### src/rtl/ifetch_queue.sv
// ifetch_queue: instruction prefetch queue sitting between IMEM and Decode.
// Owns the fetch PC, issues sequential word requests to an in-order,
// variable-latency IMEM port, buffers returned words with their PC/PC+4 and
// hands them to Decode over a valid/ready handshake. Execute2 redirects
// flush the queue; responses to requests already in flight are dropped
// through a discard counter.
// Optional feature macro: IFQ_BYPASS_EN (response-to-decode bypass when the
// head entry is still waiting for its data).
module ifetch_queue #(
  parameter int              DEPTH    = 4,
  parameter int              XLEN     = 32,
  parameter logic [XLEN-1:0] RESET_PC = 32'h0000_0000
) (
  input  logic            clk,
  input  logic            rst,
  output logic            imem_req_valid,
  output logic [XLEN-1:0] imem_req_addr,
  input  logic            imem_req_ready,
  input  logic            imem_rsp_valid,
  input  logic [XLEN-1:0] imem_rsp_data,
  input  logic            redirect_valid,
  input  logic [XLEN-1:0] redirect_pc,
  output logic            instr_valid,
  output logic [XLEN-1:0] instr,
  output logic [XLEN-1:0] instr_pc,
  output logic [XLEN-1:0] instr_pc_plus4,
  input  logic            instr_ready
);

  localparam int              PW       = $clog2(DEPTH);
  localparam int              CW       = PW + 1;
  localparam logic [PW-1:0]   PTR_ONE  = PW'(1);
  localparam logic [CW-1:0]   CNT_ZERO = CW'(0);
  localparam logic [CW-1:0]   CNT_ONE  = CW'(1);
  localparam logic [CW-1:0]   CNT_FULL = CW'(DEPTH);
  localparam logic [XLEN-1:0] PC_STEP  = XLEN'(4);
  localparam logic [XLEN-1:0] WORD_0   = {XLEN{1'b0}};

  // New discard count on a redirect: everything still unfilled becomes
  // stale, minus a response that is being dropped in the redirect cycle.
  // Never goes below zero.
  function automatic logic [CW-1:0] redirect_discard(
    input logic [CW-1:0] disc,
    input logic [CW-1:0] pend,
    input logic          rsp
  );
    logic [CW:0] sum;
    sum = {1'b0, disc} + {1'b0, pend};
    if (rsp && (sum != {(CW+1){1'b0}})) begin
      sum = sum - {{CW{1'b0}}, 1'b1};
    end else begin
      sum = sum;
    end
    return sum[CW-1:0];
  endfunction

  // Architectural state
  logic [XLEN-1:0] fetch_pc_q, fetch_pc_d;
  logic [PW-1:0]   head_q, head_d;
  logic [PW-1:0]   alloc_q, alloc_d;
  logic [PW-1:0]   fill_q, fill_d;
  logic [CW-1:0]   occ_q, occ_d;     // allocated entries
  logic [CW-1:0]   pend_q, pend_d;   // allocated but not yet filled
  logic [CW-1:0]   disc_q, disc_d;   // responses still to be dropped
  logic [XLEN-1:0] ent_pc_q   [DEPTH];
  logic [XLEN-1:0] ent_pc_d   [DEPTH];
  logic [XLEN-1:0] ent_pc4_q  [DEPTH];
  logic [XLEN-1:0] ent_pc4_d  [DEPTH];
  logic [XLEN-1:0] ent_data_q [DEPTH];
  logic [XLEN-1:0] ent_data_d [DEPTH];
  logic [DEPTH-1:0] ent_filled_q, ent_filled_d;

  // Per-cycle decisions
  logic occ_full_s;
  logic head_filled_s;
  logic req_valid_s;
  logic alloc_s;
  logic rsp_keep_s;
  logic rsp_drop_s;
  logic bypass_s;
  logic head_valid_s;
  logic pop_s;

  // Decide request, response handling and pop for the current cycle
  always_comb begin
    occ_full_s    = (occ_q == CNT_FULL);
    head_filled_s = ent_filled_q[head_q];
    req_valid_s   = !rst && !redirect_valid && !occ_full_s;
    alloc_s       = req_valid_s && imem_req_ready;
    rsp_keep_s    = imem_rsp_valid && !redirect_valid &&
                    (disc_q == CNT_ZERO) && (pend_q != CNT_ZERO);
    rsp_drop_s    = imem_rsp_valid && !redirect_valid && (disc_q != CNT_ZERO);
`ifdef IFQ_BYPASS_EN
    // In-order IMEM: with the head unfilled, the kept response is the head's.
    bypass_s      = rsp_keep_s && !head_filled_s;
`else
    bypass_s      = 1'b0;
`endif
    head_valid_s  = head_filled_s || bypass_s;
    pop_s         = head_valid_s && instr_ready && !redirect_valid;
  end

  assign imem_req_valid = req_valid_s;
  assign imem_req_addr  = fetch_pc_q;

  // Present the head entry to Decode
  always_comb begin
    instr_valid    = head_valid_s;
    instr_pc       = ent_pc_q[head_q];
    instr_pc_plus4 = ent_pc4_q[head_q];
`ifdef IFQ_BYPASS_EN
    if (bypass_s) begin
      instr = imem_rsp_data;
    end else begin
      instr = ent_data_q[head_q];
    end
`else
    instr          = ent_data_q[head_q];
`endif
  end

  // Next-state computation: redirect flush, else pop / fill / allocate
  always_comb begin
    fetch_pc_d   = fetch_pc_q;
    head_d       = head_q;
    alloc_d      = alloc_q;
    fill_d       = fill_q;
    occ_d        = occ_q;
    pend_d       = pend_q;
    disc_d       = disc_q;
    ent_pc_d     = ent_pc_q;
    ent_pc4_d    = ent_pc4_q;
    ent_data_d   = ent_data_q;
    ent_filled_d = ent_filled_q;

    if (redirect_valid) begin
      for (int i = 0; i < DEPTH; i++) begin
        ent_pc_d[i]   = WORD_0;
        ent_pc4_d[i]  = WORD_0;
        ent_data_d[i] = WORD_0;
      end
      ent_filled_d = {DEPTH{1'b0}};
      alloc_d      = head_q;
      fill_d       = head_q;
      occ_d        = CNT_ZERO;
      pend_d       = CNT_ZERO;
      disc_d       = redirect_discard(disc_q, pend_q, imem_rsp_valid);
      fetch_pc_d   = {redirect_pc[XLEN-1:2], 2'b00};
    end else begin
      // Consume the head; the slot is cleared so idle entries read as zero.
      if (pop_s) begin
        ent_pc_d[head_q]     = WORD_0;
        ent_pc4_d[head_q]    = WORD_0;
        ent_data_d[head_q]   = WORD_0;
        ent_filled_d[head_q] = 1'b0;
        head_d               = head_q + PTR_ONE;
      end else begin
        head_d = head_q;
      end

      // Kept responses fill in order; a bypassed-and-popped word is never stored.
      if (rsp_keep_s) begin
        if (!(bypass_s && pop_s)) begin
          ent_data_d[fill_q]   = imem_rsp_data;
          ent_filled_d[fill_q] = 1'b1;
        end else begin
          ent_filled_d[fill_q] = 1'b0;
        end
        fill_d = fill_q + PTR_ONE;
      end else if (rsp_drop_s) begin
        disc_d = disc_q - CNT_ONE;
      end else begin
        fill_d = fill_q;
      end

      if (alloc_s) begin
        ent_pc_d[alloc_q]     = fetch_pc_q;
        ent_pc4_d[alloc_q]    = fetch_pc_q + PC_STEP;
        ent_data_d[alloc_q]   = WORD_0;
        ent_filled_d[alloc_q] = 1'b0;
        alloc_d               = alloc_q + PTR_ONE;
        fetch_pc_d            = fetch_pc_q + PC_STEP;
      end else begin
        alloc_d = alloc_q;
      end

      occ_d  = occ_q + CW'(alloc_s) - CW'(pop_s);
      pend_d = pend_q + CW'(alloc_s) - CW'(rsp_keep_s);
    end
  end

  // State registers with synchronous active-high reset
  always_ff @(posedge clk) begin
    if (rst) begin
      fetch_pc_q   <= RESET_PC;
      head_q       <= {PW{1'b0}};
      alloc_q      <= {PW{1'b0}};
      fill_q       <= {PW{1'b0}};
      occ_q        <= CNT_ZERO;
      pend_q       <= CNT_ZERO;
      disc_q       <= CNT_ZERO;
      for (int i = 0; i < DEPTH; i++) begin
        ent_pc_q[i]   <= WORD_0;
        ent_pc4_q[i]  <= WORD_0;
        ent_data_q[i] <= WORD_0;
      end
      ent_filled_q <= {DEPTH{1'b0}};
    end else begin
      fetch_pc_q   <= fetch_pc_d;
      head_q       <= head_d;
      alloc_q      <= alloc_d;
      fill_q       <= fill_d;
      occ_q        <= occ_d;
      pend_q       <= pend_d;
      disc_q       <= disc_d;
      ent_pc_q     <= ent_pc_d;
      ent_pc4_q    <= ent_pc4_d;
      ent_data_q   <= ent_data_d;
      ent_filled_q <= ent_filled_d;
    end
  end

endmodule

### config.mk
export PLATFORM = sky130hd
export DESIGN_NAME = ifetch_queue
export DESIGN_NICKNAME = d
export VERILOG_FILES = /design/src/rtl/ifetch_queue.sv
export SDC_FILE = /design/constraint.sdc
export NUM_CORES = 1
export LEC_CHECK = 0
export CAP_MARGIN = 25
export CORE_ASPECT_RATIO = 1.2
export CORE_MARGIN = 3
export CORE_UTILIZATION = 50
export CTS_BUF_LIST = sky130_fd_sc_hd__clkbuf_8
export CTS_CLUSTER_SIZE = 40
export DETAILED_ROUTE_END_ITERATION = 10
export PLACE_DENSITY = 0.72
export SKIP_LAST_GASP = 1
export SYNTH_ARGS = -nofsm -noshare
export SYNTH_HDL_FRONTEND = slang
export SYNTH_SLANG_ARGS = --single-unit
### constraint.sdc
create_clock -name clk -period 4.41 [get_ports clk]
set_input_delay 0.882 -clock clk [delete_from_list [all_inputs] [get_ports clk]]
set_output_delay 0.882 -clock clk [all_outputs]
set_load 0.1 [all_outputs]
## Word-level counts from Yosys, hierarchy flattened

Cells that the tools add are included.
Widths: inputs -> output; s select.

| operators by class | value |
|---|---|
| add/sub/neg operators | 11 |
| order comparisons | 12 |
| equality and inequality tests | 2 |
| multiplexer cells | 52 |
| bitwise logic cells | 15 |
| reduce and logical (&&, ||, !) cells | 29 |

Operator list:

| kind | number |
|---|---|
| $mux 128 | 11 |
| $and 128x128->128 | 4 |
| $bwmux 128 | 3 |
| $mux 32 | 11 |
| $not 128->128 | 2 |
| $bmux 32 s2 | 3 |
| $demux 32 s2 | 3 |
| $add 32x3->32 const B | 1 |
| $mux 4 | 5 |
| $logic_and 1x1->1 | 16 |
| $mux 3 | 4 |
| $ge 3x3->1 const B | 3 |
| $lt 2x3->1 const B | 3 |
| $lt 3x1->1 const B | 3 |
| $not 2->3 | 3 |
| $and 4x4->4 | 2 |
| $mux 2 | 4 |
| $not 4->4 | 2 |
| $add 2x1->2 const B | 3 |
| $add 3x1->3 | 2 |
| $demux 1 s2 | 3 |
| $ge 2x1->1 const B | 3 |
| $reduce_bool 2->1 | 3 |
| $reduce_bool 3->1 | 2 |
| 14 further kinds | 22 |

| storage, ports and cells | value |
|---|---|
| bits in registers | 435 |
| output and inout port bits | 130 |

## Logic depth before layout (Yosys ltp)

| depth | value |
|---|---|
| depth after elaboration | 14 |
| gate-level depth with buffers | 13 |
| gate-level depth less buffers | 10 |

## Worst setup path before layout

OpenSTA, ideal clock, no wires.

| timing | value |
|---|---|
| kind | input -> output |
| from | in redirect_valid |
| to | out imem_req_valid |
| data arrival time | 3.101 ns |
| data required time | 3.528 ns |
| path slack | 0.427 ns |
| stages on the path | 6 |
| path through | buf_2 > or2_0 > clkbuf_1 > clkbuf_1 > clkbuf_1 > nor2_1 |

| between the ends | value |
|---|---|
| longest elaborated chain between the ends | 3 |

RTL lines:

| item | line | RTL |
|---|---|---|
| start, declared | 21 | `input logic redirect_valid,` |
| $logic_not 1->1 | 88 | `req_valid_s = !rst && !redirect_valid && !occ_full_s;` |
| $logic_and 1x1->1 (2 in a row) | 88 |  |
| end, declared | 16 | `output logic imem_req_valid,` |

No other way between the ends.

## Final worst setup path

| timing | value |
|---|---|
| from | reg head_q[0] |
| to | out instr[18] |

| between the ends | value |
|---|---|
| longest elaborated chain between the ends | 4 |

RTL lines:

| item | line | RTL |
|---|---|---|
| start, declared | 59 | `logic [PW-1:0] head_q, head_d;` |
| start signal, assigned | 196 | `head_q <= {PW{1'b0}};` |
| $not 2->3 (not written as such) | 118 | `instr = ent_data_q[head_q];` |
| $bmux 32 s2 | 118 |  |
| $mux 32 (not written as such) (2 in a row) | 118 |  |
| end, declared | 24 | `output logic [XLEN-1:0] instr,` |

No other way between the ends. The select of a mux whose other input is x is not followed.

==> metrics.sh <==
TRITONCTS='done'
HTREE_LEVELS=3
CLK_SINK_COUNT=433
PARITY_GATE_SHARE_OF_THE_SYNTHESIZED_AREA_COUNTING_XOR_AND_XNOR_CELLS_PCT=1.71
ROUTEDWLPERCELL_UM=22.8
MIN_PATH_TYPE='flop to flop'
CHIPHEIGHT_UM=214
MAX_FREQ_GHz=0.251
CTS.HOLD.BUFFERS_ADDED=0
YOSYSWARNINGCOUNT=0
FINAL-SETUP-VIOL-COUNT=0
POSTLAYOUTSETUPSLACKWORST_NS=0.422
SYNTH_SEQUENTIAL_AREA_RATIO_PCT=48.3
PERIOD_MINUS_SLACK_NS=3.99
CLK_LATENCY_NS=0.62
INITIALDRTVIOLATIONCOUNT=1435
MAX_CAP_VIOL_COUNT=0
CLOCK_TREE.ROOT_CELL='clkbuf_8'
COMBINATIONAL_FAMILY_WITH_THE_MOST_AREA_AFTER_SYNTHESIS='compound AO/OA/AOI/OAI gates'
SYNTH.AREA.MUX_SHARE_PCT=12.3
NUMBER_OF_MAX_SLEW_VIOLATIONS_IN_THE_FINAL_REPORT=0
SYNTH_FF_TYPE='dfxtp_1'
SLEW_HEADROOM_PCT=29.6
MAXIMUM_NUMBER_OF_PINS_ON_ONE_NET_BEFORE_GLOBAL_ROUTE_REPAIR=59
SYNTHSIMPLEGATEAREAFRAC_PCT=10.6
FLOORPLAN.ROWS=75
ADDER_AND_MAJORITY_CELL_FRACTION_OF_THE_SYNTHESIZED_AREA_PCT=1.94
WIRELENGTH_UM=53200
WORST_EP_ARRIVAL_TIME_NS=3.11
CORE-AREA_UM2=35200
ANTENNA_VIOLATING_NETS_POST_ROUTE=0
NUM-NETS-FINAL=1918
RUN_STATUS='complete, no violations'
FINALCLOCKSKEW_NS=0.0374
NETLIST-CELL-TYPE-COUNT=62
GLOBAL_ROUTE.OVERFLOW_TOTAL=0
WORST_SETUP_HOLD_PATH_CLK_SLEW_NS=0.06
FINAL_UTIL_PCT=61.0
AREA_FRACTION_IN_COMPOUND_GATES_AFTER_SYNTHESIS_PCT=20.3
VIAS_IN_THE_FIRST_GLOBAL_ROUTE=14800
DETAILROUTE.VIA_COUNT=14600
ALL_LAYER_GLOBAL_ROUTING_USAGE_PCT=27.4
CTS_RESIZED=0
WORSTMARGINPINSLEW_NS=1.05
POST-CTS-SETUP-BUFFERS=0
SYNTH.AVG_CELL_AREA_UM2=10.7
ELEMENT_TYPE_AT_THE_CRITICAL_PATH_START='flop'
FINALHOLDVIOLATIONS=0
INSERTEDDIODECOUNT=0
TIMING_WORST_SETUP_PATH_TYPE='flop to output port'
FLOW.AREA_GROWTH_FROM_SYNTHESIS_PCT=19.5
VIA_PER_INST=6.27
PERIOD_SHARE_PCT=90.4
MOSTFREQUENTLAYOUTCELLS='dfxtp_1 (431), nor2_1 (183), a22oi_1 (158), buf_4 (125), a22o_1 (122)'
FLOORPLAN.IO_PINS=200
POSTSYNTHREGISTERBITS=433
CP_MAX_FO=34
X_DIMENSION_OF_THE_DIE_UM=179
P_TOTAL_uW=8190
MOSTFREQUENTLAYOUTCELL='dfxtp_1'
NUMBER_OF_ANTENNA_VIOLATIONS_AT_THE_FIRST_CHECK_IN_GLOBAL_ROUTING=2
GRT_FIRST_PASS_WIRELENGTH_UM=82100
DP_HPWL_UM=32400
CP_DATA_REQUIRED_TIME_NS=3.53
STATIC-LEAKAGE-POWER_uW=0.00766
FINALWEIGHTEDCONGESTION=0.802
DPL_WORST_SLACK_NS=0.859
DRIVE_GT1_SHARE_PCT=19.5
ASYNC_RESET_FF_SHARE_PCT=0
FINALSETUPTNS_NS=0
ROUTE.DETAILED.DRC=0
START_UTIL_PCT=51.0
NETLIST_AREA_UM2=18000
SYNTH_EDF_COUNT=0
DRT_PRE_ANTENNA_ITERS=8
RSZ0062_AT_GRT='no'
CTS-BUFFERS-INSERTED=70
WORST_IR_DROP_VDD_V=0.000315
DESIGN.DIE.AREA_UM2=38200
CRITICAL_PATH.ENDPOINT_TYPE='output port'
NETLIST_INSTANCES=1672
PWR_DENSITY_CELL_nW_PER_UM2=382
PORT_BUFFERS=195
CTS_MAX_PATH_BUFFERS=3
NFILLCELLS=2871
-- worst paths after layout --
kind | startpoint | end | slack (ns) | cells past startpoint
max | head_q[0]$_SDFFE_PP0P_ | instr[18] | 0.42 | 2
min | ent_pc4_q[60]$_SDFF_PP0_ | ent_pc4_q[60]$_SDFF_PP0_ | 0.45 | 2
max reg2reg | head_q[0]$_SDFFE_PP0P_ | occ_q[2]$_SDFF_PP0_ | 1.01 | 10
min reg2reg | ent_pc4_q[60]$_SDFF_PP0_ | ent_pc4_q[60]$_SDFF_PP0_ | 0.45 | 2
-- sequential cells by signal (all words and copies together) (netlist names), 3 cells and up --
name           flops
disc_q             3
ent_data_q       128
ent_filled_q       4
ent_pc4_q        128
ent_pc_q         128
imem_req_addr     30
occ_q              3
pend_q             3
-- per-stage QoR --
step | area, µm² | std cells | hold slack (ns)
floorplan | 18000 | 1673 | 0.420
global placement | 20000 | 2212 | 0.429
detailed placement | 20000 | 2212 | 0.439
CTS | 21500 | 2331 | 0.448
global route | 21500 | 2331 | 0.466
finish | 21500 | 2331 | 0.449
-- report_power, final --
| group | switching [µW] | leakage, µW | internal (µW) | total (µW) |
|---|---|---|---|---|
| Sequential | 66.6 | 0.00350 | 3940 | 4010 |
| Combinational | 467 | 0.00337 | 194 | 662 |
| Clock | 1590 | 0.000792 | 1930 | 3520 |
| Total | 2130 | 0.00766 | 6060 | 8190 |
-- synthesized netlist by cell type (8+ instances only) --
cell,number,area (µm²)
a22oi_1,158,1190
inv_1,27,101
ha_1,23,288
o2bb2ai_1,39,342
buf_4,17,128
xnor2_1,14,123
a32o_1,8,80.1
and2_1,28,175
o21ai_1,20,100
nand2_1,89,334
o21ai_0,47,235
nand4_1,14,87.6
a22o_1,122,1070
a31oi_1,17,106
a21oi_1,36,180
dfxtp_1,433,8670
or3_1,11,68.8
buf_2,35,175
buf_1,13,48.8
clkbuf_1,91,342
nor2_1,184,691
xor2_1,21,184
mux4_2,97,2180
a21oi_2,8,70.1
nand3_1,31,155
-- worst max-delay path: stages, from the launching register on --
cell             delay (ns)
dfxtp_4                0.87
mux4_2                 0.61
clkdlybuf4s50_1        0.99
-- logic make-up (layout without fill, tap and decap cells) --
kind of cell / count (synthesis) / after routing
XOR/XNOR: 35 / 35
multiplexers: 100 / 100
buffers and inverters: 189 / 385
adder cells (fa/ha/maj): 26 / 26
flip-flops: 433 / 433
AO/OA/AOI/OAI: 486 / 486
other: 1 / 2
AND/OR/NAND/NOR: 402 / 402
-- per-layer routing --
metal  part of all wire (%)  global-route usage (%)  up-vias  wire length, µm
met1                     38                    34.5     7219            20400
met3                    9.7                    6.13      127             5160
li1                       -                       -     6527                -
met2                     49                    45.8      743            25900
met5                  0.051                       0        -               27
met4                    3.1                    11.2        4             1660
-- area by class of cell --
cell class	instances	area, µm²	area share (%)
flip-flops and latches	433	8680	40.4
multi-input cells	1051	8540	39.8
repair buffers	239	2140	9.97
clock buffers	89	1220	5.71
well taps	462	578	2.69
clock inverters	30	189	0.881
inverters	27	101	0.472
No activity file was read; power rests on OpenSTA's default activity.
